## src/rtl/egress_tag_buffer_pkg.sv

```systemverilog
// Shared defaults and helper types for the egress tag buffer.
// The size defaults come from the arbitrated FIFO top's define header when it is compiled first.
`ifndef NUM_FIFOS
`define NUM_FIFOS 4
`endif
`ifndef WIDTH
`define WIDTH 8
`endif
`ifndef DEPTH
`define DEPTH 4
`endif

package egress_tag_buffer_pkg;

   localparam int DEF_NUM_FIFOS = `NUM_FIFOS;
   localparam int DEF_WIDTH     = `WIDTH;
   localparam int DEF_DEPTH     = `DEPTH;

   // Encoded as {pop, push} so the occupancy update can be written as a single case.
   typedef enum logic [1:0] {
      OP_IDLE = 2'b00,
      OP_PUSH = 2'b01,
      OP_POP  = 2'b10,
      OP_BOTH = 2'b11
   } op_e;

   function automatic op_e op_of(input logic push, input logic pop);
      return op_e'({pop, push});
   endfunction

endpackage

```

## src/rtl/egress_tag_buffer_if.sv

```systemverilog
// Upstream grant/beat and downstream head-beat signals of the egress tag buffer.
interface egress_tag_buffer_if
   import egress_tag_buffer_pkg::*;
#(
   parameter int NUM_FIFOS = DEF_NUM_FIFOS,
   parameter int WIDTH     = DEF_WIDTH,
   parameter int DEPTH     = DEF_DEPTH,
   parameter int TAGWIDTH  = $clog2(NUM_FIFOS)
);
   localparam int CW = $clog2(DEPTH) + 1;

   logic [NUM_FIFOS-1:0] gnt;
   logic [WIDTH-1:0]     data_in;
   logic                 out_ready;
   logic                 out_valid;
   logic [WIDTH-1:0]     out_data;
   logic [TAGWIDTH-1:0]  out_tag;
   logic                 arb_stall;
   logic [CW-1:0]        count;
   logic                 overflow_err;
   logic                 onehot_err;

   modport master (
      output gnt, data_in, out_ready,
      input  out_valid, out_data, out_tag, arb_stall, count, overflow_err, onehot_err
   );

   modport slave (
      input  gnt, data_in, out_ready,
      output out_valid, out_data, out_tag, arb_stall, count, overflow_err, onehot_err
   );

endinterface

```

## src/rtl/egress_tag_buffer_onehot_encoder.sv

```systemverilog
// Converts a grant vector to the binary index of its set bit and flags whether it is one-hot.
module onehot_encoder #(
   parameter int N = 4,
   parameter int W = $clog2(N)
) (
   input  logic [N-1:0] vec,
   output logic [W-1:0] idx,
   output logic         is_onehot
);

   // OR-ing all set-bit indices is exact for one-hot inputs; other inputs are never stored.
   always_comb begin
      idx = '0;
      for (int i = 0; i < N; i++) begin
         if (vec[i]) idx = idx | W'(i);
      end
   end

   assign is_onehot = (vec != '0) && ((vec & (vec - N'(1))) == '0);

endmodule

```

## src/rtl/egress_tag_buffer.sv

```systemverilog
// Small tagged FIFO between the upstream arbiter and the egress port.
// Stores {tag, data} per beat, exposes the head combinationally and keeps sticky error flags.
module egress_tag_buffer
   import egress_tag_buffer_pkg::*;
#(
   parameter int NUM_FIFOS = DEF_NUM_FIFOS,
   parameter int WIDTH     = DEF_WIDTH,
   parameter int DEPTH     = DEF_DEPTH,
   parameter int TAGWIDTH  = $clog2(NUM_FIFOS)
) (
   input logic              clk,
   input logic              rst,
   egress_tag_buffer_if.slave bus
);

   localparam int PW = $clog2(DEPTH);
   localparam int CW = PW + 1;
   localparam int EW = TAGWIDTH + WIDTH;

   logic [EW-1:0]       mem [DEPTH];
   logic [PW-1:0]       wr_ptr;
   logic [PW-1:0]       rd_ptr;
   logic [CW-1:0]       count_q;
   logic                overflow_q;
   logic                onehot_q;

   logic [TAGWIDTH-1:0] tag;
   logic                is_onehot;
   logic                offered;
   logic                full;
   logic                pop;
   logic                push;
   op_e                 op;

   onehot_encoder #(
      .N (NUM_FIFOS),
      .W (TAGWIDTH)
   ) u_onehot_encoder (
      .vec       (bus.gnt),
      .idx       (tag),
      .is_onehot (is_onehot)
   );

   assign offered = |bus.gnt;
   assign full    = (count_q == CW'(DEPTH));
   assign pop     = (count_q != '0) && bus.out_ready;
   // A pop in the same cycle frees the head slot, so a full buffer can still accept.
   assign push    = offered && is_onehot && (!full || pop);
   assign op      = op_of(push, pop);

   always_ff @(posedge clk or posedge rst) begin
      if (rst) begin
         wr_ptr  <= '0;
         rd_ptr  <= '0;
         count_q <= '0;
      end else begin
         if (push) wr_ptr <= wr_ptr + PW'(1);
         if (pop)  rd_ptr <= rd_ptr + PW'(1);
         case (op)
            OP_PUSH: count_q <= count_q + CW'(1);
            OP_POP:  count_q <= count_q - CW'(1);
            default: count_q <= count_q;
         endcase
      end
   end

   // Storage is cleared on reset so the head reads zero until the first push.
   always_ff @(posedge clk or posedge rst) begin
      if (rst) begin
         for (int i = 0; i < DEPTH; i++) mem[i] <= '0;
      end else if (push) begin
         mem[wr_ptr] <= {tag, bus.data_in};
      end
   end

   always_ff @(posedge clk or posedge rst) begin
      if (rst) begin
         overflow_q <= 1'b0;
         onehot_q   <= 1'b0;
      end else begin
         if (offered && !is_onehot)                 onehot_q   <= 1'b1;
         if (offered && is_onehot && full && !pop)  overflow_q <= 1'b1;
      end
   end

   assign bus.out_valid                 = (count_q != '0);
   assign {bus.out_tag, bus.out_data}   = mem[rd_ptr];
   // One entry of slack covers the cycle the arbiter needs to react.
   assign bus.arb_stall                 = (count_q >= CW'(DEPTH - 1));
   assign bus.count                     = count_q;
   assign bus.overflow_err              = overflow_q;
   assign bus.onehot_err                = onehot_q;

`ifdef FORMAL
   logic past_valid;

   always_ff @(posedge clk or posedge rst) begin
      if (rst) past_valid <= 1'b0;
      else     past_valid <= 1'b1;
   end

   always_comb begin
      if (past_valid && !rst) begin
         assert (count_q <= CW'(DEPTH));
         assert (bus.out_valid == (count_q != '0));
      end
   end
`endif

endmodule

```

## src/flat_wrapper.sv

```systemverilog
// flat-port wrapper written by rule: the top's interface ports become plain ports
module egress_tag_buffer_flat import egress_tag_buffer_pkg::*;
#(
   parameter int NUM_FIFOS = DEF_NUM_FIFOS,
   parameter int WIDTH     = DEF_WIDTH,
   parameter int DEPTH     = DEF_DEPTH,
   parameter int TAGWIDTH  = $clog2(NUM_FIFOS)
)
  (clk, rst, bus_gnt, bus_data_in, bus_out_ready, bus_out_valid, bus_out_data, bus_out_tag, bus_arb_stall, bus_count, bus_overflow_err, bus_onehot_err);
  egress_tag_buffer_if #(.NUM_FIFOS(NUM_FIFOS), .WIDTH(WIDTH), .DEPTH(DEPTH), .TAGWIDTH(TAGWIDTH)) bus_i ();
  input logic clk;
  input logic rst;
  input wire logic [$bits(bus_i.gnt)-1:0] bus_gnt;
  input wire logic [$bits(bus_i.data_in)-1:0] bus_data_in;
  input wire logic [$bits(bus_i.out_ready)-1:0] bus_out_ready;
  output wire logic [$bits(bus_i.out_valid)-1:0] bus_out_valid;
  output wire logic [$bits(bus_i.out_data)-1:0] bus_out_data;
  output wire logic [$bits(bus_i.out_tag)-1:0] bus_out_tag;
  output wire logic [$bits(bus_i.arb_stall)-1:0] bus_arb_stall;
  output wire logic [$bits(bus_i.count)-1:0] bus_count;
  output wire logic [$bits(bus_i.overflow_err)-1:0] bus_overflow_err;
  output wire logic [$bits(bus_i.onehot_err)-1:0] bus_onehot_err;
  assign bus_i.gnt = bus_gnt;
  assign bus_i.data_in = bus_data_in;
  assign bus_i.out_ready = bus_out_ready;
  assign bus_out_valid = bus_i.out_valid;
  assign bus_out_data = bus_i.out_data;
  assign bus_out_tag = bus_i.out_tag;
  assign bus_arb_stall = bus_i.arb_stall;
  assign bus_count = bus_i.count;
  assign bus_overflow_err = bus_i.overflow_err;
  assign bus_onehot_err = bus_i.onehot_err;
  egress_tag_buffer #(.NUM_FIFOS(NUM_FIFOS), .WIDTH(WIDTH), .DEPTH(DEPTH), .TAGWIDTH(TAGWIDTH)) u_core (.clk(clk), .rst(rst), .bus(bus_i));
endmodule
```

## config.mk

```make
export PLATFORM = sky130hd
export DESIGN_NAME = egress_tag_buffer_flat
export DESIGN_NICKNAME = d
export VERILOG_FILES = /design/src/rtl/egress_tag_buffer_pkg.sv /design/src/rtl/egress_tag_buffer_if.sv /design/src/rtl/egress_tag_buffer_onehot_encoder.sv /design/src/rtl/egress_tag_buffer.sv /design/src/flat_wrapper.sv
export SDC_FILE = /design/constraint.sdc
export NUM_CORES = 1
export LEC_CHECK = 0
export CORE_ASPECT_RATIO = 2
export CORE_MARGIN = 3
export CORE_UTILIZATION = 55
export CTS_CLUSTER_SIZE = 20
export DETAILED_ROUTE_END_ITERATION = 16
export GPL_TIMING_DRIVEN = 0
export PLACE_DENSITY_LB_ADDON = 0.08
export SLEW_MARGIN = 40
export SYNTH_ARGS = -nofsm -noshare
export SYNTH_HDL_FRONTEND = slang
export SYNTH_SLANG_ARGS = --single-unit
```

## constraint.sdc

```tcl
create_clock -name clk -period 4.6 [get_ports clk]
set_input_delay 0.92 -clock clk [delete_from_list [all_inputs] [get_ports clk]]
set_output_delay 0.92 -clock clk [all_outputs]
set_load 0.01 [all_outputs]
```

# Word level (Yosys, flattened, before mapping)
# Index checks and enable logic that the tools add are counted.
totals:
  out_inout_bits: 17
  input_bits: 15
  reg_bits: 49
  wordCells: 51
classes:
  mux: 10
  n_lt_le_gt_ge: 4
  n_addsub: 5
  n_bitwise: 3
  n_eq_ne: 3
  reduce_logical: 17
op_table:
  columns: ["op", "n"]
  rows:
  - ["$bwmux 40", 1]
  - ["$mux 10", 3]
  - ["$bmux 10 s2", 1]
  - ["$demux 10 s2", 1]
  - ["$logic_and 1x1->1", 8]
  - ["$ge 3x3->1 const B", 2]
  - ["$not 2->3", 2]
  - ["$pmux 3 s2", 1]
  - ["$add 2x1->2 const B", 2]
  - ["$and 4x4->4", 1]
  - ["$logic_not 4->1", 1]
  - ["$mux 2", 2]
  - ["$reduce_bool 4->1", 1]
  - ["$reduce_or 4->1", 1]
  - ["$sub 4x1->4 const B", 1]
  - ["$add 3x1->3 const B", 1]
  - ["$eq 3x3->1 const B", 1]
  - ["$ge 3x2->1 const B", 1]
  - ["$logic_not 1->1", 3]
  - ["$lt 3x1->1 const B", 1]
  - ["$reduce_bool 3->1", 1]
  - ["$sub 3x1->3 const B", 1]
  - ["$eq 2x1->1 const B", 1]
  - ["$eq 2x2->1 const B", 1]
  - ["3 further kinds", 3]

# Logic depth before layout (Yosys ltp)
# Gate-level depths: netlist of the first run.
depth:
  depth_word: 8
  depth_mapped: 10

# Hierarchy
# A second synthesis of the first run with hierarchy kept.
hier_totals:
  hier_cells: 145
  hier_area_um2: 2306.0
modules_own_cells:
  columns: ["mod", "instances", "cells_per_inst", "area_per_inst_um2"]
  rows:
  - ["egress_tag_buffer", 1, 139, 2255.9]
  - ["onehot_encoder", 1, 6, 50.0]

# Worst setup path before layout of the first run
# Ideal clock, no wire load.
synth_timing:
  kind: "input -> register"
  startpoint: "input bus_out_ready"
  endpoint: "register u_core.count_q[2], in the netlist u_core.bus.count[2]"
  path_buffers: 1
  required_time_ns: 4.521
  t_arrival_ns: 2.733
  slack_ns: 1.788
  stages: 10
  path_cell_list: "or4b_1 clkbuf_1 nor2b_2 inv_1 ha_1 inv_1 fa_1 xor2_1 nor2_1 xor2_1"
synth_via:
  elab_chain_len: 5
synth_rtl:
  columns: ["element", "line_no", "rtl"]
  rows:
  - ["start, declared", "flat_wrapper.sv:15", "input wire logic [$bits(bus_i.out_ready)-1:0] bus_out_ready;"]
  - ["$logic_and 1x1->1 (*)", "egress_tag_buffer.sv:46", "assign pop = (count_q != '0) && bus.out_ready;"]
  - ["$logic_or 1x1->1", "egress_tag_buffer.sv:48", "assign push = offered && is_onehot && (!full || pop);"]
  - ["$logic_and 1x1->1", "egress_tag_buffer.sv:48", null]
  - ["$eq 2x2->1 or $eq 2x1->1 (tied branches)", "egress_tag_buffer.sv:59", "case (op)"]
  - ["$pmux 3 s2 or $reduce_bool 2->1 (tied branches)", null, null]
  - ["end signal, assigned", "egress_tag_buffer.sv:60", "OP_PUSH: count_q <= count_q + CW'(1);"]
  - ["end signal, assigned", "egress_tag_buffer.sv:61", "OP_POP: count_q <= count_q - CW'(1);"]
  - ["end signal, assigned", "egress_tag_buffer.sv:62", "default: count_q <= count_q;"]
  - ["end, declared", "egress_tag_buffer.sv:23", "logic [CW-1:0] count_q;"]
# Every way passes the cells marked *; elsewhere a longest branch is shown, timed or not.
# A chain may end at the register's enable or synchronous reset.

# Worst setup path in the final report of the first run
layout_timing:
  startpoint: "input bus_gnt[0]"
  endpoint: "register u_core.count_q[2], in the netlist u_core.bus.count[2]"
layout_via:
  elab_chain_len: 8
layout_rtl:
  columns: ["element", "line_no", "rtl"]
  rows:
  - ["start, declared", "flat_wrapper.sv:13", "input wire logic [$bits(bus_i.gnt)-1:0] bus_gnt;"]
  - ["$sub 4x1->4", "egress_tag_buffer_onehot_encoder.sv:19", "assign is_onehot = (vec != '0) && ((vec & (vec - N'(1))) == '0);"]
  - ["$and 4x4->4", "egress_tag_buffer_onehot_encoder.sv:19", null]
  - ["$logic_not 4->1", "egress_tag_buffer_onehot_encoder.sv:19", null]
  - ["$logic_and 1x1->1", "egress_tag_buffer_onehot_encoder.sv:19", null]
  - ["$logic_and 1x1->1 (*) (2 in series)", "egress_tag_buffer.sv:48", null]
  - ["$eq 2x2->1 or $eq 2x1->1 (tied branches)", "egress_tag_buffer.sv:59", null]
  - ["$pmux 3 s2 or $reduce_bool 2->1 (tied branches)", null, null]
# Marked as above.

==> results of run 1 <==
## through the flow
step                area (um^2)  std cells  setup slack [ps]   util
floorplan                  2300        150              1790      -
global placement           2670        232              1130  0.681
detailed placement         2700        233              1080  0.687
CTS                        2800        241              1380  0.713
global route               2800        241              1240  0.713
finish                     2800        241              1400  0.713
## layer usage
layer  vias to the layer above  share of wire  global-route usage  wire, um
met5                         -              0                   0         0
met4                         0          0.016              0.0808        67
met3                         7          0.041              0.0415       174
met2                        29           0.56               0.359      2390
met1                       697           0.38               0.205      1610
li1                        612              -                   -         -
## cell usage after synthesis, drive strengths merged, types with 2 or more instances
library cell / number / share of area
xor2: 4 / 0.015
mux4: 10 / 0.098
nand2: 5 / 0.0082
nor4b: 2 / 0.0076
dfrtp: 49 / 0.53
or2: 2 / 0.0054
nor2: 7 / 0.024
ha: 5 / 0.027
o21bai: 2 / 0.0065
xnor2: 3 / 0.011
mux2: 41 / 0.20
clkbuf: 2 / 0.0033
inv: 7 / 0.011
## area by class of cell
cell class,count,area share
tap,51,0.0228
sequential,49,0.438
inverter,7,0.0103
clock buffer,7,0.0344
buffer,3,0.00447
multi-input combinational,91,0.370
timing repair buffer,32,0.118
clock inverter,1,0.00179
## how the worst max path moves through the flow
stage / endpoint / slack, ps / depth (start not counted)
final: u_core.bus.count[2]$_DFFE_PP0P_ / 1400 / 11
after global routing: u_core.bus.count[2]$_DFFE_PP0P_ / 1240 / 11
after CTS: u_core.bus.count[2]$_DFFE_PP0P_ / 1380 / 11
after detailed placement: u_core.bus.count[2]$_DFFE_PP0P_ / 1080 / 11
after global placement: u_core.bus.count[2]$_DFFE_PP0P_ / 1130 / 11
after floorplan: u_core.bus.count[2]$_DFFE_PP0P_ / 1790 / 10
## sequential cells by signal, indices dropped and copies added (netlist names)
register and flops:
u_core.rd_ptr 2, u_core.mem 40, u_core.bus.overflow_err 1, u_core.wr_ptr 2, u_core.bus.count 3, u_core.bus.onehot_err 1
## logic make-up after synthesis
logic type               count (synthesis)  share of synthesized area
AO/OA/AOI/OAI                            4                     0.0185
XOR/XNOR                                 7                     0.0267
adder cells (fa/ha/maj)                  7                     0.0403
buffers and inverters                   10                     0.0169
flip-flops                              49                      0.533
multiplexers                            52                      0.303
AND/OR/NAND/NOR                         21                     0.0615
## worst max-delay path: cells and delay by family
kind                       cells  cell delay [ps]
AOI/OAI and AO/OA              1              540
xor gates and xnor gates       3              520
adders and majority gates      2              560
buffers and inverters          3              640
and+or+nand+nor                2              240
## power by group
part | switching [mW] | internal [mW]
clock network | 0.134 | 0.136
registers | 0.128 | 0.644
logic | 0.343 | 0.556
total | 0.604 | 1.34
## cells in the final DEF (no fill, tap or decap), types with 2 or more instances in the layout
master / synthesis / layout
sky130_fd_sc_hd__dfrtp_1: 49 / 49
sky130_fd_sc_hd__nor2_1: 3 / 3
sky130_fd_sc_hd__xor2_1: 4 / 4
sky130_fd_sc_hd__xnor2_1: 3 / 3
sky130_fd_sc_hd__mux2_1: 3 / 3
sky130_fd_sc_hd__ha_1: 5 / 5
sky130_fd_sc_hd__mux2_2: 38 / 38
sky130_fd_sc_hd__clkdlybuf4s50_1: 0 / 31
sky130_fd_sc_hd__o21bai_1: 2 / 2
sky130_fd_sc_hd__nand2_1: 5 / 5
sky130_fd_sc_hd__clkbuf_8: 0 / 7
sky130_fd_sc_hd__clkbuf_1: 2 / 2
sky130_fd_sc_hd__mux4_2: 10 / 10
sky130_fd_sc_hd__nor4b_1: 2 / 2
sky130_fd_sc_hd__inv_1: 7 / 6
sky130_fd_sc_hd__nor2_4: 4 / 4
sky130_fd_sc_hd__or2_2: 2 / 2
==> impl.org, run 1 <==
** Yosys
- Fraction of the yosys area taken by sequential cells :: 0.533
- Synthesis inferred 49 register bits.
- After synthesis, the netlist uses 26 different library cells.
- When the netlist entered floorplanning its net count stood at between 150 and 200.
- Among all flip-flop cells after synthesis, the most frequent one is sky130_fd_sc_hd__dfrtp_1.
- Count of mapped cells out of synthesis :: 150
- Yosys mapped a number of flops with a built-in enable equal to 0.
- After synthesis, the mean cell area works out to 15.3 um^2.
- Summing every instance area after synthesis gives 2300 um^2.
- Fraction of registers with async set/reset :: 1.00
- For this run, the number of Yosys warnings is 0.

** Clocking
- Buffers inserted to repair hold after CTS numbered 0.
- TritonCTS clock tree :: built
- In this run the deepest clock path goes through 2 buffers.
- The H-tree was split into 2 levels.
- Clock slew seen by the registers of the worst setup and hold paths :: 80 ps
- Number of buffers added for setup after CTS :: 0
- In this run the clock root is driven by a sky130_fd_sc_hd__clkbuf_8.
- Sinks on the clock net :: 49
- Clock tree synthesis inserted a total of 5 buffers.
- Number of resized instances in the post-cts repair step :: 0
- Worst-Skew Late Latency :: roughly 290 ps

** STA
- Timing would allow up to approximately 310 MHz.
- Subtracting the final worst setup slack from the clock period gives 3200 ps.
- Post-route fraction of the period consumed by the critical path :: 0.696
- For the final database, setup skew stands at 1.90 ps.
- Unrepaired setup endpoints after global routing :: false
- Worst hold slack :: 485 ps
- Setup violations remaining at the end of the flow were counted as 0.
- The worst pin sits at a relative slew slack of 0.519.
- Final Hold Vio Count :: 0
- Pins Over Slew Limit :: 0
- For the final routed database, the setup TNS stands at 0 ps.
- Transition at the pin with the smallest max-transition slack :: 722 ps

** Die
- Floorplan die width :: around 52 um
- 32 I/O pins were placed.
- The region available for standard cell placement spans ~3900 um^2.
- Cell row count :: 32
- Initial standard-cell utilization of the core :: 0.586
- The floorplan step defined a die boundary enclosing 5040 um^2.
- The die is 97.4 um tall.

** Route
- Via density :: 5.58
- Number of search-and-repair iterations in the first detailed-routing pass :: 2
- For this block, the via count after detailed routing is 1345.
- DR iter-0 viols :: 18
- Average routed wire per standard cell :: roughly 18 um
- After detailed routing, the number of remaining DRC violations is 0.
- Final Routed Wirelength :: 4250 um
- The detail route stage leaves a number of antenna-violating nets equal to 0.

** Job
- Across the run, the number of max-cap violations was 0.

** Layout
- Fill cells in the final layout number about 300.
- The net count of the finished layout is 210.
- The area growth from synthesis to layout is 21.7%.
- # diodes :: 0
- Proportion of layout cells with a drive suffix above 1 :: 0.353
- Register area :: 1230 um^2
- Area used by multi-input combinational logic :: 1030 um^2

** Worst setup path
- Data on the critical path arrives at its endpoint at about 3400 ps.
- The largest individual stage delay along the critical path comes from the cell sky130_fd_sc_hd__a211oi_4.
- Setup crit start :: bus_gnt[0]
- For this run, the slowest stage of the critical path takes 540 ps.
- The worst setup path is captured at a flip-flop.
- Reg2Reg Depth :: 10
- Launching element type of the critical path :: input port
- Critical Path, Cell by Cell :: clkdlybuf4s50_1, xor2_1, a211oi_4, nor2b_2, inv_1, ha_1, inv_1, fa_1, xor2_1, nor2_1, xor2_1
- In this run the register-to-register setup slack is 2070 ps.
- The worst setup path is of the in -> reg kind.
- Of all nets on the critical path, the largest fanout is 6.
- For the worst setup path, the data required time is 4820 ps.
- Most prevalent standard cell on the critical path :: sky130_fd_sc_hd__xor2_1
- Beginning of the worst register-to-register path :: u_core.bus.count[0]$_DFFE_PP0P_
- End of the worst register-to-register path :: u_core.bus.count[2]$_DFFE_PP0P_

** Hold path
- The startpoint identified for the worst hold timing path is u_core.bus.overflow_err$_DFFE_PP0P_.
- Along the worst hold path, the cell count comes to 1.
- Hold Crit Endpoint :: u_core.bus.overflow_err$_DFFE_PP0P_
- Classification of the worst-slack hold path :: reg -> reg

** Global route
- For this run, the total global-route usage over all layers was measured as 0.196.
- Initial antenna violation count :: 0
- The first global-routing pass estimated roughly 7300 um of wire.
- Pin count of the biggest net entering global routing :: 31
- Number of global-route vias before repair :: between 1500 and 2000
- Remaining Overflow, GRT :: 0

** Power
- Static power due to leakage :: around 1.2 nW
- Power density cells :: 693 nW/um^2
- IR analysis of the VDD net gives a maximum drop of ~0.52 mV.
- Overall Power :: 1.94 mW

** Status
- Result of the run :: finished, final reports clean

** Placed design
- Placed wire-length estimate after detailed placement :: ~3100 um
- Input and output buffers added on the ports amount to 31.
- Routability Congestion :: 0.681
No activity file was read; power rests on OpenSTA's default activity.
==> inputs of run 2 (changes only) <==
--- a/config.mk
+++ b/config.mk
@@ -7,7 +7,7 @@
 export LEC_CHECK = 0
 export CORE_ASPECT_RATIO = 2
 export CORE_MARGIN = 3
-export CORE_UTILIZATION = 55
+export CORE_UTILIZATION = 49
 export CTS_CLUSTER_SIZE = 20
 export DETAILED_ROUTE_END_ITERATION = 16
 export GPL_TIMING_DRIVEN = 0
==> constraint.sdc (replaced) <==
create_clock -name clk -period 2.7 [get_ports clk]
set_input_delay 0.54 -clock clk [delete_from_list [all_inputs] [get_ports clk]]
set_output_delay 0.54 -clock clk [all_outputs]
set_load 0.01 [all_outputs]
==> run 2 against run 1 <==
  * Global-route usage fell by 0.66 points
  * Combinational power up 74%
  * Via count increased by 1.7%
  * Highest routed layer unchanged
  * Largest power group unchanged
  * Cell count up 2.1%
  * Largest cell class unchanged
==> impl.org, run 2 (synthesized netlist as in run 1, its figures left out) <==
** Status
- Result of the run :: finished, final reports clean

** Layout
- Area used by multi-input combinational logic :: approximately 1000 um^2
- The register with the most flip-flops in the layout has 40 of them.
- The layout has 351 filler cells.
- Area overhead of the layout relative to synthesis :: 23.8%
- Biggest register :: u_core.mem
- After the last flow step, the layout net total stands at roughly 210.
- In the final layout, the share of cells above drive strength 1 is 0.375.
- Register area :: 1230 um^2
- # diodes :: 0
- Commonest non-fill, non-tap cell in the layout :: sky130_fd_sc_hd__dfrtp_1
- The top cell types in the final layout, fill and taps aside, are sky130_fd_sc_hd__dfrtp_1 (49), sky130_fd_sc_hd__mux2_2 (38), sky130_fd_sc_hd__clkdlybuf4s50_1 (31).

** Die
- Die boundary height :: 103 um
- The initial utilization of the core area, before any placement, comes to 0.520.
- CORE AREA :: around 4400 um^2
- 32 I/O pins were placed.
- Cell row count :: 34
- Total die area :: 5600 um^2
- Floorplan die width :: ~54 um

** Clocking
- Buffers inserted during clock tree synthesis total 5.
- TritonCTS clock tree :: built
- Number of hold-repair buffers added at the cts stage :: 0
- The tree is rooted in a sky130_fd_sc_hd__clkbuf_8.
- The H-tree was split into 2 levels.
- Sinks on the clock net :: 49
- Clock-pin slew was measured on the worst setup and hold paths at around 80 ps.
- In this run the deepest clock path goes through 2 buffers.
- At the later pin of the worst-skew pair, clock insertion delay measures 290 ps.

** STA
- Post-route fraction of the period consumed by the critical path :: 0.965
- Transition at the pin with the smallest max-transition slack :: 569 ps
- The worst pin sits at a relative slew slack of 0.615.
- Clock skew on the completed layout was measured at 3.82 ps.
- Based on the critical path, the design can be clocked at up to 384 MHz.
- Setup violations remaining at the end of the flow were counted as 0.
- Hold timing on the final database bottoms out at a slack of 487 ps.
- Final Hold Vio Count :: 0
- The routed design could run at a clock period as short as roughly 2600 ps.
- The number of max-slew violations in the final report was 0.

** Global route
- Global-route wire length before repair :: approximately 7600 um
- Entering global routing, the biggest net connects 50 pins.
- The number of antenna violations at the first check in global routing was 0.
- The number of global-route vias before repair was 1602.
- For this run, the total global-route usage over all layers was measured as 0.189.
- After global routing the overflow that remains totals 0.

** Hold path
- Counting instances, the worst hold path has a depth of 1.
- Hold Crit Endpoint :: u_core.bus.overflow_err$_DFFE_PP0P_
- Classification of the worst-slack hold path :: reg -> reg
- Origin of the worst min-delay path :: u_core.bus.overflow_err$_DFFE_PP0P_

** Placed design
- After legalization and detailed placement, the total HPWL measured 3270 um.
- At the end of routability-driven placement, the weighted congestion stood at 0.713.
- Port buffering added 31 buffers.

** Worst setup path
- End of the worst register-to-register path :: u_core.bus.count[2]$_DFFE_PP0P_
- Arrival time at the worst endpoint :: around 2800 ps
- Setup slack on the worst reg-to-reg path comes out at 250 ps.
- Slowest stage delay, CP :: 470 ps
- Classification of the worst setup path :: in -> reg
- The worst register-to-register path begins at u_core.bus.count[0]$_DFFE_PP0P_.
- Total number of cells along the worst setup path :: 11
- Among cell families on the critical path, the largest total delay comes from simple AND/OR/NAND/NOR gates.
- Type of destination of the critical path :: flip-flop
- Worst-path maximum fanout :: 6
- Critical Path, Cell by Cell :: clkdlybuf4s50_1, or4b_1, buf_4, nor2b_2, inv_1, ha_2, inv_1, fa_2, xor2_1, nor2_1, xor2_1
- The worst setup path is launched from an input port.
- Among all stages on the critical path, the largest delay is contributed by sky130_fd_sc_hd__or4b_1.
- Number of buffers and inverters on the critical path :: 4
- Measured in cells, the most critical reg-to-reg path has a length of 10.
- STA puts the critical path data required time at between 2000 and 3000 ps.

** Route
- After detailed routing, the average wire length per cell comes to 18.3 um.
- Wires add up to 4510 um.
- Via density :: approximately 5.6
- Number of nets still failing antenna checks after routing :: 0
- For this run, design rule violations remaining after detail routing come to 0.
- Number of search-and-repair iterations in the first detailed-routing pass :: 3
- The detailed router finished its first iteration with 16 violations.
- Via count :: 1368

** Power
- Power spread over the standard cell area amounts to 1200 nW/um^2.
- VDD sags by at most 0.724 mV.
- Static power due to leakage :: 1.17 nW
- The design draws 3.41 mW.

** Job
- Max-Cap Viols :: 0
## run 2: changes by cell type in the layout (fill, tap and decap cells not counted), sizes merged
| cell | previous run | this run |
|---|---|---|
| clkinv | 1 | 0 |
| bufinv | 0 | 1 |
| buf | 2 | 5 |
| clkbuf | 9 | 8 |
## run 2: how the worst max path moves through the flow
stage                   from                         endpoint
2_1_floorplan  bus_out_ready  u_core.bus.count[2]$_DFFE_PP0P_
6_report       bus_out_ready  u_core.bus.count[2]$_DFFE_PP0P_
4_1_cts        bus_out_ready  u_core.bus.count[2]$_DFFE_PP0P_
5_1_grt        bus_out_ready  u_core.bus.count[2]$_DFFE_PP0P_
3_3_place_gp      bus_gnt[0]  u_core.bus.count[2]$_DFFE_PP0P_
3_5_place_dp      bus_gnt[0]  u_core.bus.count[2]$_DFFE_PP0P_
## run 2: worst reg2reg max path: cells and delay by family (launching register included)
kind / cells / cell delay [ps]
XOR/XNOR: 2 / 310
buffers and inverters: 3 / 290
flip-flops: 1 / 450
adder cells (fa/ha/maj): 2 / 510
AND/OR/NAND/NOR: 3 / 830
## run 2: timing repair
item / 4_1_cts / 5_1_grt
gates resized for setup: 3 / 5
setup endpoints to repair: 10 / 5
pin swaps: 1 / 1
hold endpoints to repair: 0 / 0
buffers inserted: 1 / 1
## run 2: layer usage
layer / track usage / wire [um]
met5: 0 / 0
met4: 0.0633 / 44
met3: 0.0318 / 129
met2: 0.348 / 2630
met1: 0.210 / 1710
## run 2: cell type report
cell class,count,share of cell area
inverter,7,0.0101
buffer,3,0.00835
timing repair buffer,34,0.121
tap,54,0.0237
sequential,49,0.431
multi-input combinational,91,0.365
clock buffer,7,0.0303
clock inverter,1,0.0105
## run 2: through the flow
stage / setup slack, ps / instances / cell area (um^2) / setup TNS, ps / util
global placement: -426 / 235 / 2680 / -636 / 0.605
CTS: 23.6 / 245 / 2830 / 0 / 0.639
global route: -2.42 / 246 / 2850 / -2.42 / 0.644
detailed placement: -507 / 236 / 2700 / -824 / 0.610
finish: 94.1 / 246 / 2850 / 0 / 0.644
floorplan: 268 / 150 / 2300 / 0 / -
## run 2: power breakdown
part           total (mW)  internal [mW]  switching [mW]  leakage, nW
sequential           1.32           1.10           0.220        0.575
combinational        1.56          0.971           0.593        0.539
clock               0.534          0.302           0.232       0.0585
total                3.41           2.37            1.04         1.17
==> patch (flow settings as in run 2) <==
Change the macro `WIDTH` from 8 to 12.
--- a/src/rtl/egress_tag_buffer_pkg.sv
+++ b/src/rtl/egress_tag_buffer_pkg.sv
@@ -5,5 +5,5 @@
 `endif
 `ifndef WIDTH
-`define WIDTH 8
+`define WIDTH 12
 `endif
 `ifndef DEPTH
Interface: changed (resized bus_data_in and bus_out_data); port bits go from 32 to 40. No check against the original RTL was run, so the function may have changed too.
==> patch against run 2 <==
- power rose by 54%
- maximum frequency rose by 0.88%
- setup slack improved by 23 ps
- routed wire length rose by 46%
- sequential cell count rose by 16
- area after synthesis rose by 38%
- non-clock buffer count rose by 13
- design area rose by 42%
==> patch: results (changes against run 2) <==
metric,value,unit,change
status,"complete, no violations",,
synth_commonest_cells,"65 x dfrtp_1, 40 x mux2_4, 16 x mux2_2, 14 x mux4_2, 7 x inv_1",,
cpPeakStageDelay,580,ps,+110 ps
met3_usage,2.90,%,-0.28 points
post_drt_wl_per_cell,19.8,um,+8.1%
syn_inst,191,,+27%
grt_pass1_wl,10.7,mm,+40%
relSlewSlack,73.2,%,+12 points
cts_buffers,9,,+4
clkTransAtPathRegs,50,ps,-30 ps
routed_wl,6.58,mm,+46%
die_area,7520,sq um,+34%
whs_endpoint,u_core.bus.onehot_err,,
drt_iter0_drc,71,,+55
place.gp.congestion,0.767,,+7.6%
grt_pass1_vias,2017,,+26%
nFillCells,467,,+33%
worstPathArrival,2040,ps,-780 ps
h-tree-depth,3,,+1
hold_slack,475,ps,-12.2 ps
dp_hpwl,4.74,mm,+45%
dpl-instance-area,3690,sq um,+37%
largest_register_ffs,56,,+40%
synth_nets,216,,+26%
drive_above_1_share,44.4,%,+6.9 points
portBuffers,39,,+26%
clock_tree.root_cell,clkbuf_16,,
min-delay-start,u_core.bus.onehot_err,,
place_inst,315,,+33%
via_per_inst,5.28,,-5.1%
clock_latency,330,ps,+40 ps
irDropWorstVdd,0.588,mV,-19%
[patch: changes by cell type in the layout (fill, tap and decap cells not counted), moves of 4 or more]
| cell | before | now |
|---|---|---|
| mux4_2 | 10 | 14 |
| clkbuf_16 | 0 | 9 |
| mux2_2 | 38 | 16 |
| dfrtp_1 | 49 | 64 |
| mux2_4 | 0 | 40 |
| buf_6 | 1 | 5 |
| clkdlybuf4s50_1 | 31 | 38 |
[patch: worst max path at each step]
stage / slack (ps) / cells after the start / startpoint / end
6_report: 120 / 3 / u_core.rd_ptr[0] / bus_out_data[9]
5_1_grt: 40 / 3 / u_core.rd_ptr[0] / bus_out_tag[0]
4_1_cts: 20 / 3 / u_core.rd_ptr[1] / bus_out_data[9]
3_5_place_dp: -510 / 11 / bus_gnt[3] / u_core.bus.count[2]
3_3_place_gp: -440 / 11 / bus_gnt[3] / u_core.bus.count[2]
2_1_floorplan: 240 / 10 / bus_gnt[3] / u_core.bus.count[2]
[patch: repair_timing]
action,4_1_cts,5_1_grt
hold endpoints to repair,0,0
setup endpoints to repair,16,7
pin swaps,1,1
hold buffers,0,0
buffers inserted,1,2
gates resized for setup,6,7
[patch: power breakdown]
group	total, uW	switching [uW]	internal (uW)
clock	1190	398	788
sequential	1800	334	1460
combinational	2270	783	1490
[patch: kinds of logic after synthesis]
| logic type | synth area share, % |
|---|---|
| flip-flops | 51.3 |
| buffers and inverters | 2.92 |
| multiplexers | 35.3 |
| AND/OR/NAND/NOR | 4.31 |
| adder cells (fa/ha/maj) | 2.92 |
| AO/OA/AOI/OAI | 1.30 |
| XOR/XNOR | 1.94 |
[patch: per-stage QoR]
stage	setup slack, ps	util, %
floorplan	235	-
global placement	-440	59.5
CTS	18.4	65.2
finish	117	65.8
global route	38.8	65.8
detailed placement	-513	59.9
[patch: routing by layer]
metal,vias up,part of all wire (%)
met2,36,59
met3,8,2.6
li1,785,-
met4,0,2.1
met1,924,36
met5,-,0
[patch: layout make-up]
type	instances	share of cell area, %
sequential	65	40.2
tap	84	2.60
buffer	7	1.76
multi-input combinational	110	36.4
inverter	7	0.711
timing repair buffer	43	10.8
clock inverter	2	0.865
clock buffer	14	6.77
[patch: worst max-delay path, delay by kind of cell (launching register included)]
kind	cells	cell delay [ps]
buffers and inverters	2	790
flip-flops	1	580
multiplexers	1	340
